File: src/rtl/present_anim_ctrl.sv
// Present sprite animation sequencer and ROM pixel pipeline; PRESENT_ANIM_PINGPONG_EN makes looping bounce.
// Latency: beam position to pixel_valid/pixel_index is 3 Clk cycles; frame_clk edge to tick is 3 Clk cycles.
// Backpressure: none, the pixel pipeline never stalls and start/stop are single-cycle pulses.
module present_anim_ctrl #(
    parameter int SPR_W           = 108,
    parameter int SPR_H           = 108,
    parameter int NUM_FRAMES      = 6,
    parameter int TICKS_PER_FRAME = 4,
    parameter int TRANSPARENT     = 0
) (
    input  logic        Clk,
    input  logic        Reset,
    input  logic        frame_clk,
    input  logic        start,
    input  logic        stop,
    input  logic        loop_en,
    input  logic [9:0]  sprite_x,
    input  logic [9:0]  sprite_y,
    input  logic [9:0]  DrawX,
    input  logic [9:0]  DrawY,
    output logic [13:0] rom_addr,
    output logic [2:0]  rom_cs,
    input  logic [2:0]  rom_data,
    output logic        pixel_valid,
    output logic [2:0]  pixel_index,
    output logic        busy,
    output logic        done
);

    localparam int TW = (TICKS_PER_FRAME > 1) ? $clog2(TICKS_PER_FRAME) : 1;
    localparam logic [TW-1:0] TICK_LAST = TW'(TICKS_PER_FRAME - 1);
    localparam logic [2:0]    LAST      = 3'(NUM_FRAMES - 1);

    typedef enum logic [1:0] {IDLE, PLAY, HOLD} state_t;

    state_t        state_q, state_d;
    logic [2:0]    frame_q, frame_d;
    logic [TW-1:0] tick_cnt_q, tick_cnt_d;
    logic          done_q, done_d;
    logic          fc_meta_q, fc_sync_q, fc_prev_q;
    logic          tick;
`ifdef PRESENT_ANIM_PINGPONG_EN
    logic          dir_down_q, dir_down_d;
`endif

    // frame_clk is asynchronous: two flops for metastability, a third for edge detection
    assign tick = fc_sync_q & ~fc_prev_q;

    always_comb begin
        state_d    = state_q;
        frame_d    = frame_q;
        tick_cnt_d = tick_cnt_q;
        done_d     = 1'b0;
`ifdef PRESENT_ANIM_PINGPONG_EN
        dir_down_d = dir_down_q;
`endif
        if (stop) begin
            state_d    = IDLE;
            frame_d    = '0;
            tick_cnt_d = '0;
`ifdef PRESENT_ANIM_PINGPONG_EN
            dir_down_d = 1'b0;
`endif
        end else if (start) begin
            state_d    = PLAY;
            frame_d    = '0;
            tick_cnt_d = '0;
`ifdef PRESENT_ANIM_PINGPONG_EN
            dir_down_d = 1'b0;
`endif
        end else begin
            case (state_q)
                IDLE: frame_d = '0;
                PLAY: begin
                    if (tick) begin
                        if (tick_cnt_q == TICK_LAST) begin
                            tick_cnt_d = '0;
`ifdef PRESENT_ANIM_PINGPONG_EN
                            if (loop_en) begin
                                if (!dir_down_q) begin
                                    if (frame_q < LAST) begin
                                        frame_d = frame_q + 3'd1;
                                    end else begin
                                        frame_d    = frame_q - 3'd1;
                                        dir_down_d = 1'b1;
                                    end
                                end else if (frame_q != 3'd0) begin
                                    frame_d = frame_q - 3'd1;
                                end else begin
                                    frame_d    = 3'd1;
                                    dir_down_d = 1'b0;
                                end
                            end else if (frame_q < LAST) begin
                                frame_d    = frame_q + 3'd1;
                                dir_down_d = 1'b0;
                            end else begin
                                state_d = HOLD;
                                done_d  = 1'b1;
                            end
`else
                            if (frame_q < LAST) begin
                                frame_d = frame_q + 3'd1;
                            end else if (loop_en) begin
                                frame_d = '0;
                            end else begin
                                state_d = HOLD;
                                done_d  = 1'b1;
                            end
`endif
                        end else begin
                            tick_cnt_d = tick_cnt_q + TW'(1);
                        end
                    end
                end
                HOLD: ;
                default: state_d = IDLE;
            endcase
        end
    end

    always_ff @(posedge Clk or posedge Reset) begin
        if (Reset) begin
            state_q    <= IDLE;
            frame_q    <= '0;
            tick_cnt_q <= '0;
            done_q     <= 1'b0;
            fc_meta_q  <= 1'b0;
            fc_sync_q  <= 1'b0;
            fc_prev_q  <= 1'b0;
`ifdef PRESENT_ANIM_PINGPONG_EN
            dir_down_q <= 1'b0;
`endif
        end else begin
            state_q    <= state_d;
            frame_q    <= frame_d;
            tick_cnt_q <= tick_cnt_d;
            done_q     <= done_d;
            fc_meta_q  <= frame_clk;
            fc_sync_q  <= fc_meta_q;
            fc_prev_q  <= fc_sync_q;
`ifdef PRESENT_ANIM_PINGPONG_EN
            dir_down_q <= dir_down_d;
`endif
        end
    end

    assign rom_cs = frame_q;
    assign busy   = (state_q == PLAY);
    assign done   = done_q;

    // 11-bit bounds keep sprites near the right/bottom edge from wrapping
    logic [10:0] x_hi, y_hi;
    logic [9:0]  rel_x, rel_y;
    logic        inside_d;
    logic [13:0] rom_addr_d, rom_addr_q;
    logic        inside_q, inside_d2_q;
    logic        pixel_valid_q;
    logic [2:0]  pixel_index_q;

    assign x_hi     = {1'b0, sprite_x} + 11'(SPR_W);
    assign y_hi     = {1'b0, sprite_y} + 11'(SPR_H);
    assign inside_d = (DrawX >= sprite_x) && ({1'b0, DrawX} < x_hi) &&
                      (DrawY >= sprite_y) && ({1'b0, DrawY} < y_hi);
    assign rel_x    = DrawX - sprite_x;
    assign rel_y    = DrawY - sprite_y;
    assign rom_addr_d = inside_d ? (14'(rel_y) * 14'(SPR_W) + 14'(rel_x)) : 14'd0;

    always_ff @(posedge Clk or posedge Reset) begin
        if (Reset) begin
            rom_addr_q    <= '0;
            inside_q      <= 1'b0;
            inside_d2_q   <= 1'b0;
            pixel_valid_q <= 1'b0;
            pixel_index_q <= '0;
        end else begin
            rom_addr_q    <= rom_addr_d;
            inside_q      <= inside_d;
            inside_d2_q   <= inside_q;
            pixel_index_q <= rom_data;
            pixel_valid_q <= inside_d2_q && (rom_data != 3'(TRANSPARENT));
        end
    end

    assign rom_addr    = rom_addr_q;
    assign pixel_valid = pixel_valid_q;
    assign pixel_index = pixel_index_q;

endmodule

File: config.mk
export PLATFORM = sky130hd
export DESIGN_NAME = present_anim_ctrl
export DESIGN_NICKNAME = d
export VERILOG_FILES = /design/src/rtl/present_anim_ctrl.sv
export SDC_FILE = /design/constraint.sdc
export NUM_CORES = 1
export LEC_CHECK = 0
export ABC_CLOCK_PERIOD_IN_PS = 1700
export BUFFER_PORTS_ARGS = -buffer_cell sky130_fd_sc_hd__buf_2
export CAP_MARGIN = 20
export CORE_MARGIN = 2
export CORE_UTILIZATION = 40
export CTS_CLUSTER_DIAMETER = 40
export DETAILED_ROUTE_END_ITERATION = 10
export PLACE_DENSITY = 0.59
export SLEW_MARGIN = 20
export SYNTH_ARGS = -nofsm -noshare
export SYNTH_HDL_FRONTEND = slang
export SYNTH_SLANG_ARGS = --single-unit
File: constraint.sdc
create_clock -name Clk -period 1.7 [get_ports Clk]
set_input_delay 0.085 -clock Clk [delete_from_list [all_inputs] [get_ports Clk]]
set_output_delay 0.085 -clock Clk [all_outputs]
set_load 0.05 [all_outputs]
==> metrics.md, run 1 <==
| Metric | Value |
|---|---|
| Switching share of total power | `0.412` |
| Worst R2R Start | `tick_cnt_q[0]` |
| Min Tclk post-route | `between 4 and 5 ns` |
| Max transition margin | `0.680` |
| Boundary pin count | `72` |
| Min-delay worst type | `in -> reg` |
| TritonRoute pass-1 iters | `4` |
| # DRC | `0` |
| Die height | `101 µm` |
| Setup TNS | `-20.12 ns` |
| Startpoint types | `input port` |
| Largest net degree at the start of global routing | `18` |
| Iter 0 DRT Violations | `36` |
| Post-detail-place hpwl | `7680 µm` |
| Core area | `9200 µm²` |
| Post-route cell area | `about 6500 µm²` |
| Static leakage | `3.25 nW` |
| First-pass GRT wire length | `16400 µm` |
| Initial antenna violation count | `0` |
| Area contributors post-synth | `ha_1 23%, dfrtp_1 21%, xnor2_1 8.1%, fa_1 7.4%, inv_1 6.7%` |
| Worst Hold End | `state_q[1]` |
| RSZ-0062 raised after global routing | `yes` |
| RR Endpoint | `rom_cs[0]` |
| Layout area overhead | `72.6%` |
| Share of cells above drive strength 1 | `0.540` |
| Gr usage total | `0.192` |
| Ant diodes | `0` |
| Final Wtd Congestion | `0.852` |
| CTS tree | `done` |
| Final Skew | `0.00347 ns` |
| Crit share post-route | `2.52` |
| Nets | `roughly 800` |
| Syn Area/Cell | `8.71 µm²` |
| Starting density of the core | `0.410` |
| Internal Power | `approximately 0.008 W` |
| Flop2flop setup slack | `around 0.090 ns` |
| Outcome | `finished with violations` |
| Setup violations, final | `15` |
| Cell area after synthesis | `3770 µm²` |
| Critical path type | `in -> reg` |
| Placed instance area | `5600 µm²` |
| Failing checks | `setup timing` |
| Port-buffer cells | `71` |
| H-tree levels | `2` |
| Layout fillers | `701` |
| Vias per inst | `4.83` |
| Sequential cell area fraction in the yosys report | `0.206` |
| Comb power frac | `0.886` |
| Vias in the first global route | `3924` |
| Unique cell type count in the Yosys netlist | `47` |
| WL/cell | `12.4 µm` |
| Synth Net Count | `566` |
| Tightest Pin Transition | `around 0.47 ns` |
| Min-delay src | `stop` |
| Num CTS Buffers | `5` |
| R2R cell count | `7` |
| Cell Pwr Density | `2110 nW/µm²` |
| Clock-pin slew on the worst setup and hold paths | `0.07 ns` |
| Synthesized instance count | `433` |
| Num rows | `35` |
| Skew-Pair Late Insertion Delay | `0.27 ns` |
| Width of the die | `just over 100 µm` |
| Post-synth EDFFs | `0` |
| Synth area leader | `ha_1` |
| Hold Vio Cnt, Final | `0` |
| Critical path peak fanout | `3` |
| Sequential share of power | `0.061` |
| Hold Path Depth | `2` |
| Clk buf depth | `2` |
| Worst EP arrival | `~4.4 ns` |
| Vias | `3770` |
| Net Sw Power | `roughly 0.0057 W` |
| Synth Register Bits | `31` |
| Total gr overflow | `0` |
| Asr flop ratio synth | `1.00` |
| Slew Viols, Final | `0` |
| Setup ws final | `-2.58 ns` |
| Top cell type's share of synthesized area | `0.232` |
| Clk sinks | `31` |
| Post-route ant nets | `0` |
| CP endpoint kind | `register` |
| Synth Warn # | `0` |
| Max VDD drop | `1.37 mV` |
| Synth Flop Type | `dfrtp_1` |
| Die area | `10200 µm²` |
| Max Fclk | `between 0.2 and 0.25 GHz` |
| Clk root buf | `clkbuf_8` |
| Detailed Route WL | `9680 µm` |
| Max-cap violations | `0` |
| Clock power frac | `0.053` |
| WHS | `between 0.06 and 0.07 ns` |
| CP required | `~1.9 ns` |
[layer usage]
layer  up-vias  track usage  wire [µm]
met5         -            0          0
met1      1769        0.233       4130
met2        62        0.379       5270
li1       1935            -          -
met4         0       0.0208         44
met3         4       0.0146        228
[cells in the mapped netlist (all sizes together) (2+ instances only)]
cell,instances
nor2,35
xor2,12
mux2i,2
a31oi,2
o21ai,24
nor2b,7
a211oi,2
nand4,3
a21oi,30
xnor2,35
fa,14
a21o,10
and3b,2
nor3,13
nand3,12
ha,70
inv,67
clkbuf,3
or3,4
a31o,2
o21a,11
nor4,2
nand2,14
nand2b,7
o21bai,2
o22ai,2
dfrtp,31
[through the flow]
stage	std cells	setup slack, ns	utilization	power, W
floorplan	433	-2.58	-	0.00723
global placement	753	-2.81	0.609	0.0104
detailed placement	753	-2.94	0.609	0.0108
CTS	774	-2.58	0.680	0.0127
global route	780	-2.72	0.708	0.0150
finish	780	-2.58	0.708	0.0137
[final cells by class]
type	count	area, µm²	area share
repair buffers	232	1710	0.262
clock buffers	6	82.6	0.0127
inverters	67	288	0.0442
multi-input cells	331	3480	0.534
clock inverters	2	35.0	0.00538
flip-flops and latches	31	779	0.120
well taps	111	139	0.0213
[power by group through the flow]
stage / combinational [W] / sequential (W) / clock (W)
CTS: 0.0111 / 0.000841 / 0.000747
finish: 0.0122 / 0.000840 / 0.000727
detailed placement: 0.00992 / 0.000856 / 0
floorplan: 0.00610 / 0.00113 / 0
global route: 0.0134 / 0.000851 / 0.000775
global placement: 0.00958 / 0.000853 / 0
[worst max path at each step]
stage	end	cells past startpoint	startpoint
6_report	rom_addr[11]	23	DrawY[0]
5_1_grt	rom_addr[11]	23	DrawY[0]
4_1_cts	rom_addr[11]	24	sprite_y[1]
3_5_place_dp	rom_addr[13]	23	DrawY[0]
3_3_place_gp	rom_addr[13]	23	DrawY[0]
2_1_floorplan	rom_addr[13]	22	DrawY[0]
[cells by family (layout without fill, tap and decap cells)]
kind of cell | Yosys count | count (layout) | synth area share
flops | 31 | 31 | 0.206
compound gates | 94 | 94 | 0.161
buf+inv | 71 | 307 | 0.0710
simple gates | 102 | 102 | 0.131
fa+ha+maj | 84 | 84 | 0.306
xor+xnor | 48 | 48 | 0.117
mux | 3 | 3 | 0.00829
[worst max-delay path: stages]
cell and delay (ns):
buf_8 0.11, inv_12 0.04, ha_4 0.12, inv_4 0.03, fa_2 0.41, xor2_4 0.24, ha_4 0.24, fa_1 0.54
inv_2 0.05, fa_2 0.53, inv_2 0.04, ha_4 0.15, and2_4 0.16, a31o_4 0.21, a31oi_4 0.15, nor2b_4 0.16
xnor2_1 0.07, ha_2 0.17, or3_1 0.34, o211ai_1 0.25, buf_4 0.17, xor2_2 0.11, nor2_1 0.06
[timing repair]
action                                 CTS  global route
endpoints found under the hold margin   35             0
pin swaps                               66            37
setup buffers                           12             9
resized for setup                       93            43
hold buffers                             5             0
setup endpoints to repair               15            15
[placed cells by master (no fill, tap or decap), drive strengths merged, types with 3 or more instances in the layout]
| cell | count |
|---|---|
| buf | 227 |
| ha | 70 |
| inv | 66 |
| nor2 | 35 |
| xnor2 | 35 |
| dfrtp | 31 |
| a21oi | 30 |
| o21ai | 24 |
| nand2 | 14 |
| fa | 14 |
| nor3 | 13 |
| nand3 | 12 |
| xor2 | 12 |
| o21a | 11 |
| a21o | 10 |
| nor2b | 7 |
| nand2b | 7 |
| clkbuf | 6 |
| dlygate4sd3 | 5 |
| or3 | 4 |
| nand4 | 3 |
[registers in the layout, summed over array words and instances (netlist names)]
name,count
inside_q,1
pixel_index,3
rom_addr,14
fc_sync_q,1
rom_cs,3
pixel_valid,1
fc_meta_q,1
fc_prev_q,1
done,1
tick_cnt_q,2
inside_d2_q,1
state_q,2
(Power assumes the default switching activity.)
==> inputs of run 2 (changes only) <==
--- a/config.mk
+++ b/config.mk
@@ -12,7 +12,7 @@
 export CORE_UTILIZATION = 40
 export CTS_CLUSTER_DIAMETER = 40
 export DETAILED_ROUTE_END_ITERATION = 10
-export PLACE_DENSITY = 0.59
+export PLACE_DENSITY = 0.75
 export SLEW_MARGIN = 20
 export SYNTH_ARGS = -nofsm -noshare
 export SYNTH_HDL_FRONTEND = slang
==> run 2 against run 1 <==
Compared with the run above: the flow still finishes with violations (setup timing); sequential power is 0.7% higher; power rose by 0.41%; non-clock buffer count fell by 7; worst hold slack lost 0.0061 ns; clock power down 28%; register-to-register slack about the same; via count rose by 2.5%; count of clock-buffer cells in the layout rose by 1; critical path depth stayed put; global-route usage grew 0.50 points; sequential share of layout area up 0.28 points; first-iteration DRC count rose by 140%; largest cell class unchanged; largest power group unchanged.
==> metrics.md, run 2 (synthesized netlist as in run 1, its figures left out) <==
| Metric | Value |
|---|---|
| Outcome | `finished with violations` |
| Failing checks | `setup timing` |
| Clock power frac | `0.038 (-0.015)` |
| Ant diodes | `0 (unchanged)` |
| Worst R2R Start | `tick_cnt_q[0]` |
| RSZ-0062 raised after global routing | `yes` |
| Die height | `101 µm (unchanged)` |
| Critical path type | `in -> reg` |
| H-tree levels | `2 (unchanged)` |
| R2R cell count | `8 (+1)` |
| Met2 routed wirelength | `5920 µm (+12%)` |
| Critical path peak fanout | `3 (unchanged)` |
| Starting density of the core | `0.410 (unchanged)` |
| # DRC | `0 (unchanged)` |
| Slew Viols, Final | `0 (unchanged)` |
| Internal Power | `0.00794 W (-1.7%)` |
| Max VDD drop | `1.77 mV (+29%)` |
| WHS | `0.0584 ns (-0.00612 ns)` |
| Hold Vio Cnt, Final | `0 (unchanged)` |
| WL/cell | `13.8 µm (+11%)` |
| Max Fclk | `0.235 GHz (+0.39%)` |
| Core area | `9200 µm² (unchanged)` |
| RR Endpoint | `rom_cs[2]` |
| Post-detail-place hpwl | `7960 µm (+3.6%)` |
| Total gr overflow | `0 (unchanged)` |
| Gr usage total | `0.197 (+0.00495)` |
| Overall Power | `0.0138 W (+0.41%)` |
| Clk sinks | `31 (unchanged)` |
| CP endpoint kind | `register` |
| Most common cell after layout, fill and taps aside | `buf_4` |
| Layout area overhead | `68.6%` |
| Clock-pin slew on the worst setup and hold paths | `0.06 ns (about the same)` |
| Final core occ | `0.692 (-0.0163)` |
| Final Wtd Congestion | `0.846 (-0.76%)` |
| Comb power frac | `0.901 (+0.015)` |
| Switching share of total power | `0.424 (+0.0123)` |
| CTS tree | `done` |
| Startpoint types | `input port` |
| Placed instance area | `5520 µm² (-1.5%)` |
| Vias per inst | `5.00 (+3.5%)` |
| Clk root buf | `clkbuf_8` |
| Flop2flop setup slack | `0.09 ns (about the same)` |
| Num CTS Buffers | `5 (unchanged)` |
| Post-route ant nets | `0 (unchanged)` |
| Port-buffer cells | `71 (unchanged)` |
| Largest net degree at the start of global routing | `20 (+2)` |
| Num rows | `35 (unchanged)` |
| Worst Setup EP | `rom_addr[13]` |
| TritonRoute pass-1 iters | `4 (unchanged)` |
| WL met1 | `4200 µm (+1.7%)` |
| Skew-Pair Late Insertion Delay | `0.27 ns (about the same)` |
| Met3 WL | `304 µm (+33%)` |
| Boundary pin count | `72 (unchanged)` |
| Width of the die | `101 µm (unchanged)` |
| Max reg flops | `14 (unchanged)` |
| Share of cells above drive strength 1 | `0.523 (-0.0170)` |
| Iter 0 DRT Violations | `86 (+140%)` |
| Clk buf depth | `2 (unchanged)` |
| CP required | `1.90 ns (+0.04 ns)` |
| Tightest Pin Transition | `0.495 ns (+0.0199 ns)` |
| Worst EP arrival | `4.46 ns (+0.02 ns)` |
| Initial antenna violation count | `0 (unchanged)` |
| Sequential share of power | `0.061 (about the same)` |
| Max-cap violations | `0 (unchanged)` |
| Commonest cells after routing, fill and taps aside | `122 x buf_4, 66 x buf_2, 47 x inv_1` |
| Net Sw Power | `0.00585 W (+3.4%)` |
| Die area | `10200 µm² (unchanged)` |
| Final Skew | `0.00256 ns (-0.000907 ns)` |
| Max transition margin | `0.667 (-0.0123)` |
| Post-route cell area | `6360 µm² (-2.3%)` |
| Max layer used | `met4` |
| Crit share post-route | `2.51 (-0.00976)` |
| Detailed Route WL | `10700 µm (+10%)` |
| Static leakage | `3.19 nW (-1.9%)` |
| Setup violations, final | `15 (unchanged)` |
| Min-delay worst type | `in -> reg` |
| Vias in the first global route | `4109 (+4.7%)` |
| First-pass GRT wire length | `16700 µm (+1.8%)` |
| Nets | `794 (-0.87%)` |
| Min Tclk post-route | `4.26 ns (-0.0166 ns)` |
| Fin cells | `773 (-0.90%)` |
| Setup ws final | `-2.56 ns (+0.0166 ns)` |
| Vias | `3866 (+2.5%)` |
| Dpl cells | `740 (-1.7%)` |
| Cell Pwr Density | `2170 nW/µm² (+2.8%)` |
| Worst setup startpoint | `DrawY[0]` |
[run 2: power by group through the flow]
| stage | clock network (W) | registers [W] | logic [W] |
|---|---|---|---|
| finish | 0.000525 | 0.000846 | 0.0124 |
| global route | 0.000581 | 0.000855 | 0.0136 |
| CTS | 0.000544 | 0.000846 | 0.0114 |
| detailed placement | 0 | 0.000859 | 0.00988 |
| global placement | 0 | 0.000857 | 0.00944 |
| floorplan | 0 | 0.00113 | 0.00610 |
[run 2: worst min path at each step]
stage                           to      start  slack [ns]  cells past startpoint
global route            state_q[0]       stop        0.05                      2
finish                  state_q[0]       stop        0.06                      2
global placement    pixel_index[0]      Reset        0.13                      2
detailed placement  pixel_index[0]      Reset        0.15                      2
floorplan                fc_meta_q  frame_clk        0.12                      0
CTS                     state_q[0]       stop        0.05                      2
[run 2: metal layers]
metal	vias up	track usage
met5	-	0
met4	0	0.0634
met3	25	0.0187
met2	88	0.392
met1	1828	0.216
li1	1925	-
[run 2: through the flow]
| step | TNS (ns) | setup WS (ns) |
|---|---|---|
| 4_1_cts | -19.97 | -2.65 |
| 6_report | -20.35 | -2.56 |
| 5_1_grt | -21.84 | -2.75 |
| 3_3_place_gp | -25.53 | -2.81 |
| 3_5_place_dp | -27.44 | -3.05 |
| 2_1_floorplan | -19.41 | -2.58 |
[run 2: timing repair]
item,in CTS,in global routing
hold buffers,5,0
hold endpoints to repair,16,0
pin swaps,52,37
resized for setup,75,51
setup buffers,9,11
setup endpoints to repair,16,17
[run 2: final cells by class]
type / count / area [µm²]
clock buffers: 7 / 76.3
clock inverters: 1 / 5.00
fillers: 655 / 2840
inverters: 67 / 285
multi-input cells: 331 / 3390
flip-flops and latches: 31 / 779
well taps: 111 / 139
repair buffers: 225 / 1680
[run 2: worst max-delay path, stage by stage]
cell and delay (ns):
buf_8 0.11, inv_12 0.04, ha_4 0.12, inv_4 0.03, fa_2 0.41, a31o_4 0.26
a21o_2 0.18, a21o_1 0.18, xnor2_2 0.21, inv_2 0.09, ha_4 0.27, inv_2 0.03
fa_1 0.48, fa_1 0.52, inv_1 0.05, ha_2 0.17, or3_4 0.37, nor3_4 0.13
a21oi_2 0.06, xnor2_2 0.15, nor3b_2 0.18, xnor3_1 0.23, nor2_1 0.10
==> inputs of run 3 (changes only) <==
--- a/config.mk
+++ b/config.mk
@@ -13,6 +13,7 @@
 export CTS_CLUSTER_DIAMETER = 40
 export DETAILED_ROUTE_END_ITERATION = 10
 export PLACE_DENSITY = 0.75
+export RECOVER_POWER = 100
 export SLEW_MARGIN = 20
 export SYNTH_ARGS = -nofsm -noshare
 export SYNTH_HDL_FRONTEND = slang
==> run 3 against run 2 <==
Compared with the run above: the run still ends with setup timing left; sequential cell count did not move; worst setup slack improved by 0.0018 ns; combinational power barely moved; final cell count stayed put; sequential power hardly changed; maximum frequency is essentially flat; sequential share of layout area grew 0.097 points; count of clock-buffer cells in the layout unchanged; first-iteration DRC count fell by 9.3%; non-clock buffer count unchanged; global-route usage unchanged; critical path type unchanged; largest power group unchanged.
==> metrics.md, run 3 (synthesized netlist as in run 1, its figures left out) <==
| Metric | Value |
|---|---|
| Worst-path cell chain | `buf_8 > inv_12 > ha_4 > inv_4 > fa_2 > a31o_4 > a21o_2 > a21o_1 > xnor2_2 > inv_2 > ha_4 > inv_2 > fa_1 > fa_1 > inv_1 > ha_2 > or3_4 > nor3_4 > a21oi_2 > xnor2_2 > nor3b_2 > xnor3_1 > nor2_1` |
| Static leakage | `3.08 nW (-3.4%)` |
| Final Skew | `0.00603 ns (+0.00347 ns)` |
| Startpoint types | `input port` |
| Initial antenna violation count | `0 (unchanged)` |
| Skew-Pair Late Insertion Delay | `0.28 ns (about the same)` |
| CP endpoint kind | `register` |
| Detailed Route WL | `10700 µm (+0.54%)` |
| Critical path peak fanout | `3 (unchanged)` |
| Delay-heaviest family, CP | `adder cells` |
| Vias per inst | `4.98 (-0.41%)` |
| Gr usage total | `0.197 (unchanged)` |
| Port-buffer cells | `71 (unchanged)` |
| Bufs and invs on worst path | `6 (unchanged)` |
| Vias | `3850 (-0.41%)` |
| Min Tclk post-route | `4.26 ns (-0.00178 ns)` |
| Min-delay worst type | `in -> reg` |
| Most common cell after layout, fill and taps aside | `buf_4` |
| Failing checks | `setup timing` |
| Setup violations, final | `17 (+2)` |
| Area occupied by multi-input gates | `3390 µm² (unchanged)` |
| Die area | `10200 µm² (unchanged)` |
| Post-detail-place hpwl | `7960 µm (unchanged)` |
| Final Wtd Congestion | `0.846 (unchanged)` |
| Clock-pin slew on the worst setup and hold paths | `0.06 ns (about the same)` |
| Layout fillers | `676 (+3.2%)` |
| Max layer used | `met4` |
| Core area | `9200 µm² (unchanged)` |
| WL met1 | `4270 µm (+1.6%)` |
| Setup ws final | `-2.56 ns (+0.00178 ns)` |
| Boundary pin count | `72 (unchanged)` |
| Ant diodes | `0 (unchanged)` |
| Hold Vio Cnt, Final | `0 (unchanged)` |
| Largest net degree at the start of global routing | `20 (unchanged)` |
| Num rows | `35 (unchanged)` |
| CTS tree | `done` |
| Layout area overhead | `67.3%` |
| CP peak stage delay | `0.52 ns (about the same)` |
| Max transition margin | `0.597 (-0.0699)` |
| Worst EP arrival | `4.46 ns (about the same)` |
| Clk sinks | `31 (unchanged)` |
| Max VDD drop | `1.77 mV (about the same)` |
| Met3 WL | `292 µm (-3.9%)` |
| First-pass GRT wire length | `16700 µm (unchanged)` |
| CP required | `1.90 ns (about the same)` |
| Clk root buf | `clkbuf_8` |
| Critical path type | `in -> reg` |
| Max reg flops | `14 (unchanged)` |
| Final core occ | `0.686 (-0.00544)` |
| Num CTS Buffers | `5 (unchanged)` |
| Slowest CP cell | `fa_1` |
| Starting density of the core | `0.410 (unchanged)` |
| Die height | `101 µm (unchanged)` |
| H-tree levels | `2 (unchanged)` |
| Setup TNS | `-20.36 ns (-0.0153 ns)` |
| WL/cell | `13.9 µm (+0.54%)` |
| RSZ-0062 raised after global routing | `yes` |
| Storage cell area | `779 µm² (unchanged)` |
| Max-cap violations | `0 (unchanged)` |
| Nets | `794 (unchanged)` |
| # DRC | `0 (unchanged)` |
| TritonRoute pass-1 iters | `4 (unchanged)` |
| Post-route ant nets | `0 (unchanged)` |
| Clk buf depth | `2 (unchanged)` |
| Met2 routed wirelength | `5910 µm (-0.19%)` |
| Tightest Pin Transition | `0.607 ns (+0.112 ns)` |
| Vias in the first global route | `4109 (unchanged)` |
| Outcome | `finished with violations` |
| Width of the die | `101 µm (unchanged)` |
| Iter 0 DRT Violations | `78 (-9.3%)` |
| Cell Pwr Density | `2180 nW/µm² (+0.66%)` |
| Crit share post-route | `2.50 (about the same)` |
| Max Fclk | `0.235 GHz (about the same)` |
| Share of cells above drive strength 1 | `0.483 (-0.0393)` |
| Total gr overflow | `0 (unchanged)` |
| Commonest cells after routing, fill and taps aside | `121 x buf_4, 47 x inv_1, 45 x ha_1` |
| Slew Viols, Final | `0 (unchanged)` |
run 3: changes by cell type in the layout (fill, tap and decap cells not counted), sizes merged:
cell / before / now
buf: 220 / 192
clkbuf: 7 / 35
run 3: per-stage QoR:
stage                     cells  hold WS [ns]  cell area, µm²  total power (W)  setup WS (ns)
final                       773        0.0493            6310           0.0138          -2.56
after global routing        773        0.0545            6310           0.0150          -2.75
after CTS                   762        0.0470            6050           0.0128          -2.65
after detailed placement    740         0.151            5520           0.0107          -3.05
after global placement      740         0.126            5520           0.0103          -2.81
after floorplan             433         0.116            4060          0.00723          -2.58
run 3: final cells by class:
cell class	count	area share
tap	111	0.0220
clock buffer	7	0.0121
clock inverter	1	0.000793
multi-input combinational	331	0.538
sequential	31	0.124
timing repair buffer	225	0.258
inverter	67	0.0452
run 3: timing repair:
| item | 4_1_cts | 5_1_grt |
|---|---|---|
| hold buffers | 5 | 0 |
| endpoints found under the setup margin | 16 | 17 |
| gates resized for setup | 75 | 51 |
| hold endpoints to repair | 16 | 0 |
| buffers inserted | 9 | 11 |
| pin swaps | 52 | 37 |
run 3: report_power, final:
part	switching (W)	total, W	internal, W	leakage [nW]
registers	0.0000281	0.000849	0.000821	0.411
logic	0.00558	0.0124	0.00680	2.63
clock network	0.000247	0.000533	0.000286	0.0422
total	0.00586	0.0138	0.00791	3.08
run 3: routing by layer:
metal / GRT usage / vias up
li1: - / 1926
met1: 0.216 / 1814
met2: 0.392 / 83
met3: 0.0187 / 27
met4: 0.0634 / 0
met5: 0 / -
run 3: path summary, 6_finish.rpt:
| kind | slack (ns) | endpoint | cells past startpoint | startpoint |
|---|---|---|---|---|
| worst min-delay path | 0.05 | state_q[0] | 2 | stop |
| worst max-delay path | -2.56 | rom_addr[13] | 23 | DrawY[0] |
| worst max register to register | -0.02 | rom_cs[2] | 7 | rom_cs[0] |
| worst min register to register | 0.35 | fc_sync_q | 0 | fc_meta_q |
| min in group asynchronous | 0.38 | pixel_index[0] | 3 | Reset |
| max in group asynchronous | 0.49 | rom_cs[0] | 4 | Reset |
